File: src/rtl/lfsr_gen.sv
// Parameterised Galois/Fibonacci LFSR with ready/valid output, seed reload,
// all-zero lockup recovery and period measurement.
module lfsr_gen #(
  parameter int unsigned      LEN   = 8,
  parameter logic [LEN-1:0]   TAPS  = LEN'(8'b10111000),
  parameter int unsigned      MODE  = 0,
  parameter int unsigned      STEPS = 1
) (
  input  logic               clock,
  input  logic               reset,
  input  logic [LEN-1:0]     seed,
  input  logic               seed_load,
  input  logic               out_ready,
  output logic [LEN-1:0]     value,
  output logic [STEPS-1:0]   out_bits,
  output logic               out_valid,
  output logic               lockup,
  output logic               period_done,
  output logic [LEN-1:0]     period
);

  typedef enum logic {ST_LOAD, ST_RUN} state_e;

  state_e           state_q, state_d;
  logic [LEN-1:0]   value_q, value_d;
  logic [LEN-1:0]   start_q, start_d;
  logic [LEN-1:0]   cnt_q, cnt_d;
  logic [LEN-1:0]   period_q, period_d;
  logic             valid_q, valid_d;
  logic             lockup_q, lockup_d;
  logic             pd_q, pd_d;

  logic [LEN-1:0]   eff_seed;
  logic [LEN-1:0]   adv_c;
  logic [STEPS-1:0] bits_c;

  function automatic logic [LEN-1:0] step1(input logic [LEN-1:0] v);
    if (MODE == 0) begin
      return {1'b0, v[LEN-1:1]} ^ (v[0] ? TAPS : '0);
    end else begin
      return {^(v & TAPS), v[LEN-1:1]};
    end
  endfunction

  assign eff_seed = (seed == '0) ? '1 : seed;

  // Unrolled STEPS-deep chain; each stage's LSB is the bit it shifts out.
  always_comb begin
    logic [LEN-1:0] v;
    v      = value_q;
    bits_c = '0;
    for (int i = 0; i < STEPS; i++) begin
      bits_c[i] = v[0];
      v         = step1(v);
    end
    adv_c = v;
  end

  always_comb begin
    state_d  = state_q;
    value_d  = value_q;
    start_d  = start_q;
    cnt_d    = cnt_q;
    period_d = period_q;
    lockup_d = 1'b0;
    pd_d     = 1'b0;

    if (seed_load) begin
      value_d = eff_seed;
      start_d = eff_seed;
      cnt_d   = '0;
      state_d = ST_LOAD;
    end else if (state_q == ST_LOAD) begin
      state_d = ST_RUN;
    end else if (value_q == '0) begin
      // Stuck state: recover to all ones and restart the period measurement.
      value_d  = '1;
      start_d  = '1;
      cnt_d    = '0;
      lockup_d = 1'b1;
    end else if (out_ready) begin
      value_d = adv_c;
      if (adv_c == start_q) begin
        pd_d     = 1'b1;
        period_d = cnt_q + LEN'(1);
        cnt_d    = '0;
      end else begin
        cnt_d = cnt_q + LEN'(1);
      end
    end

    valid_d = (state_d == ST_RUN);
  end

  always_ff @(posedge clock) begin
    if (reset) begin
      state_q  <= ST_LOAD;
      value_q  <= eff_seed;
      start_q  <= eff_seed;
      cnt_q    <= '0;
      period_q <= '0;
      valid_q  <= 1'b0;
      lockup_q <= 1'b0;
      pd_q     <= 1'b0;
    end else begin
      state_q  <= state_d;
      value_q  <= value_d;
      start_q  <= start_d;
      cnt_q    <= cnt_d;
      period_q <= period_d;
      valid_q  <= valid_d;
      lockup_q <= lockup_d;
      pd_q     <= pd_d;
    end
  end

  assign value       = value_q;
  assign out_bits    = bits_c;
  assign out_valid   = valid_q;
  assign lockup      = lockup_q;
  assign period_done = pd_q;
  assign period      = period_q;

endmodule

File: config.mk
export PLATFORM = sky130hd
export DESIGN_NAME = lfsr_gen
export DESIGN_NICKNAME = d
export VERILOG_FILES = /design/src/rtl/lfsr_gen.sv
export SDC_FILE = /design/constraint.sdc
export NUM_CORES = 1
export LEC_CHECK = 0
export CELL_PAD_IN_SITES_DETAIL_PLACEMENT = 1
export CELL_PAD_IN_SITES_GLOBAL_PLACEMENT = 2
export CORE_MARGIN = 2
export CORE_UTILIZATION = 35
export CTS_BUF_LIST = sky130_fd_sc_hd__clkbuf_16
export DETAILED_ROUTE_END_ITERATION = 10
export PLACE_DENSITY = 0.85
export RECOVER_POWER = 100
export SLEW_MARGIN = 20
export SYNTH_ARGS = -nofsm -noshare
export SYNTH_HDL_FRONTEND = slang
export SYNTH_SLANG_ARGS = --single-unit
File: constraint.sdc
create_clock -name clock -period 5.1 [get_ports clock]
set_clock_uncertainty 0.2 [all_clocks]
set_input_delay 1.275 -clock clock [delete_from_list [all_inputs] [get_ports clock]]
set_output_delay 1.275 -clock clock [all_outputs]
set_load 0.01 [all_outputs]
# After elaboration in Yosys (flattened, before gate mapping)
# Cells that the tools add are included.
# classes
add_sub_neg,1
n_eq_ne,1
n_mux,17
n_bitwise,5
n_reduce_logical,13
# ops
op,n
$mux W8,14
$logic_not A8 Y1,2
$add A8 B1 Y8 const B,1
$eq A8 B8 Y1,1
$xor A7 B8 Y8,1
$reduce_and A2 Y1,3
$reduce_bool A3 Y1,2
$reduce_and A5 Y1,1
$reduce_or A5 Y1,1
$not A1 Y1,4
$reduce_bool A4 Y1,1
$mux W1,3
$reduce_or A3 Y1,1
$reduce_bool A2 Y1,1
$reduce_or A2 Y1,1
# word_totals
regBits,35
input_bits,12
wordCells,44

# Longest topological paths before layout
# depth
ltp_word,7
mapped_depth,7
mapped_depth_nobuf,6

# Least setup slack after synthesis
# No wires, ideal clock.
# synth_timing
kind,input-to-reg
startpoint,input reset
endpoint,register value_q[0] (netlist: value[0]) (enable)
setup_time_ns,0.300
arrival_ns,2.299
required_ns,4.600
slack_ns,2.301
path_stages,4
path_buffers,1
path_cell_list,clkbuf_1 > nor2_1 > a21boi_1 > inv_1
# synth_via
elab_chain_len,2
word_cells_on_any_way,3
classes_between,3 x reduce/logical
# synth_rtl
item,line,rtl
start: declaration,10,"input logic reset,"
$reduce_bool A4 Y1 (no line) / $reduce_bool A3 Y1 (equally long branches),--,
$reduce_and A2 Y1 (no line) *,--,
end signal: assignment,98,value_q <= eff_seed;
end signal: assignment,107,value_q <= value_d;
end: declaration,25,"logic [LEN-1:0] value_q, value_d;"
# Every way passes the cells marked *; elsewhere a longest branch is shown, timed or not.
# A chain may end at the register's enable or synchronous reset.

# Final worst setup path
# Same ends and word-level chain as after synthesis.

==> results.ini <==
[outcome]
status = finished, final reports clean

[timing]
setup_viol = 0
rsz0062_at_grt = false
worstMarginPinSlew_ns = 1.170
layout_min_cycle_time_ns = 3.873
hold_violations = 0
max_freq_mhz = 258.2
slew_violations = 0
timing.final.crit_share_pct = 75.95
setup_tns_ns = 0
relSlewSlack_pct = 21.89

[global_routing]
grt_max_degree = 14
antenna_found_initial = 0
grt_usage_pct = 17.13
grt_pass1_wl_mm = 6.568
grt_pass1_vias = 1280
overflow = 0

[detailed_routing]
drt_wl_total_mm = 3.885
wl_met2_mm = 2.051
vias = 1196
detail-route-antenna-nets = 0
drt_iter0_markers = 43
vias_per_cell = 5.269
post-route-drc-count = 0
wl_met3_um = 121
wl_met1_mm = 1.647
wl_per_cell_um = 17.11
highest_layer = met4
dr.pass1.iters = 4

[critical_path]
crit_fanout = 10
arrival_ns = 3.60
worst-setup-path-type = input pin to register
crit_start = reset
r2r_end = value[0]
setup.worst_path.start_class = input pin
cp-end-kind = register
cp.required_ns = 4.83
rrSetupSlack_ns = 2.36
worstReg2RegStart = value[0]
ff2ff_path_depth = 4
endpoint = value[0]

[placement]
gp_congestion = 0.7999
io_buffers = 31
dp_hpwl_mm = 2.768

[clock_network]
path_clk_slew_ns = 0.06
cts_max_level = 2
cts_buffers = 5
ctsHoldBuffers = 0
cts_root_buffer = clkbuf_16
clock_sinks = 35
cts_tree = done
clock_path_buffers = 2
clkLatencyLatePin_ns = 0.28
postCtsSetupBuffers = 0
cts_resized = 0

[die]
fp.dieH_um = 71.09
initial_core_util_pct = 36.18
io_pins = 32
dieArea_um2 = 5053
die_w_um = 71.09
num_rows = 24
core_region_area_um2 = 4354

[logic_synthesis]
synth_edf_count = 16
synth_area_leaders = edfxtp_1 31%, dfxtp_1 24%, xor2_1 5.6%
synthArstFlopShare_pct = 0
yosys_register_bits = 35
post-synth-top-count-cell = dfxtp_1
ys_seq_area_share_pct = 54.65
yosysTopAreaCell = edfxtp_1
synth_warnings = 0
synthCells = 141
synth.avg_cell_area_um2 = 11.17
synth_nets = 154
ys.flop_type = dfxtp_1
synth_common_cells = 19 x dfxtp_1, 16 x edfxtp_1, 13 x nand2_1
synth_top_area_share_pct = 30.50
ys_types = 39
syn_area_um2 = 1575

[power]
peakVddDrop_mv = 0.2638
swShare_pct = 22.64
seq_power_share_pct = 43.7
power_switching_mw = 0.1668
internal_power_mw = 0.5699
power_frac_comb_pct = 8.7
p_leak_nw = 0.8175
pwr-share-clk_pct = 47.6
power_density_nw_per_um2 = 354.5

[hold_path]
worstHoldStart = period[7]
hold_class = register to register

[finish]
diodes = 0
fillers = 484
post-route-util_pct = 47.73
nNetsFinal = 187
area_growth_pct = 31.93
drive_gt1_share_pct = 8.571

[run]
maxCapViolations = 0

final cells by class:
type | count | area, um2 | share of cell area [%]
Clock inverter | 3 | 43.79 | 2.107
Multi-Input combinational cell | 99 | 665.6 | 32.03
Sequential cell | 35 | 860.8 | 41.42
Timing Repair Buffer | 31 | 310.3 | 14.93
Clock buffer | 5 | 125.1 | 6.020
Tap cell | 52 | 65.06 | 3.131
Inverter | 2 | 7.507 | 0.3612
how the worst min path moves through the flow:
| stage | slack [ns] | depth (start not counted) | to |
|---|---|---|---|
| floorplan | 0.25 | 2 | cnt_q[7] |
| finish | 0.27 | 2 | period[7] |
| global route | 0.32 | 2 | period[7] |
| global placement | 0.26 | 2 | cnt_q[7] |
| CTS | 0.28 | 2 | period[7] |
| detailed placement | 0.27 | 2 | period[7] |
sequential cells by signal (all words and copies together) (netlist names):
| name | count |
|---|---|
| period | 8 |
| start_q | 8 |
| out_valid | 1 |
| period_done | 1 |
| value | 8 |
| lockup | 1 |
| cnt_q | 8 |
per-stage QoR:
step / cell area [um2] / power [mW] / worst slack (ns) / instances / hold WS, ns
4_1_cts: 2085 / 0.7479 / 1.601 / 227 / 0.2779
2_1_floorplan: 1575 / 0.3608 / 2.301 / 141 / 0.2458
5_1_grt: 2078 / 0.7637 / 0.9359 / 227 / 0.3165
6_report: 2078 / 0.7367 / 1.227 / 227 / 0.2707
3_5_place_dp: 1916 / 0.3958 / 1.393 / 219 / 0.2697
3_3_place_gp: 1916 / 0.3932 / 1.522 / 219 / 0.2614
critical path: stages:
cell and delay (ns):
dlygate4sd3_1 0.69, nor2_1 0.29, a21boi_0 0.92, inv_1 0.42
cell usage in the layout (no fill, tap or decap), types with 2 or more instances in the layout:
cell,netlist,layout
a31o_2,2,2
a32o_1,2,2
clkbuf_16,0,5
clkdlybuf4s50_1,0,9
dfxtp_1,19,19
dlygate4sd3_1,0,22
edfxtp_1,16,16
inv_1,2,2
mux2i_1,3,3
nand2_1,13,13
nand2b_1,8,8
nand3_1,6,6
nor2_1,8,8
nor2b_1,2,2
nor3_1,4,4
nor4_1,4,4
nor4_2,2,2
o211ai_1,3,3
o21a_1,8,8
o21ai_0,3,3
or2b_1,2,2
xnor2_1,4,4
xor2_1,10,10
logic make-up after synthesis:
logic type | count (synthesis) | share of synthesized area [%]
AO/OA/AOI/OAI | 27 | 13.66
adder cells (fa/ha/maj) | 1 | 0.7942
AND/OR/NAND/NOR | 54 | 18.51
multiplexers | 3 | 1.906
buffers and inverters | 7 | 2.700
flip-flops | 35 | 54.65
XOR/XNOR | 14 | 7.783
power by group through the flow:
stage | combinational, mW | sequential [mW] | clock (mW)
3_5_place_dp | 0.0681 | 0.328 | 0
6_report | 0.0642 | 0.322 | 0.351
5_1_grt | 0.0705 | 0.324 | 0.369
4_1_cts | 0.0691 | 0.322 | 0.357
2_1_floorplan | 0.0345 | 0.326 | 0
3_3_place_gp | 0.0658 | 0.327 | 0
metal layers:
layer / vias to the layer above / global-route usage, %
met5: - / 0
met4: 0 / 6.709
met3: 6 / 4.416
met2: 23 / 30.43
met1: 586 / 19.64
li1: 581 / -
Power figures use the tool's default switching activity.
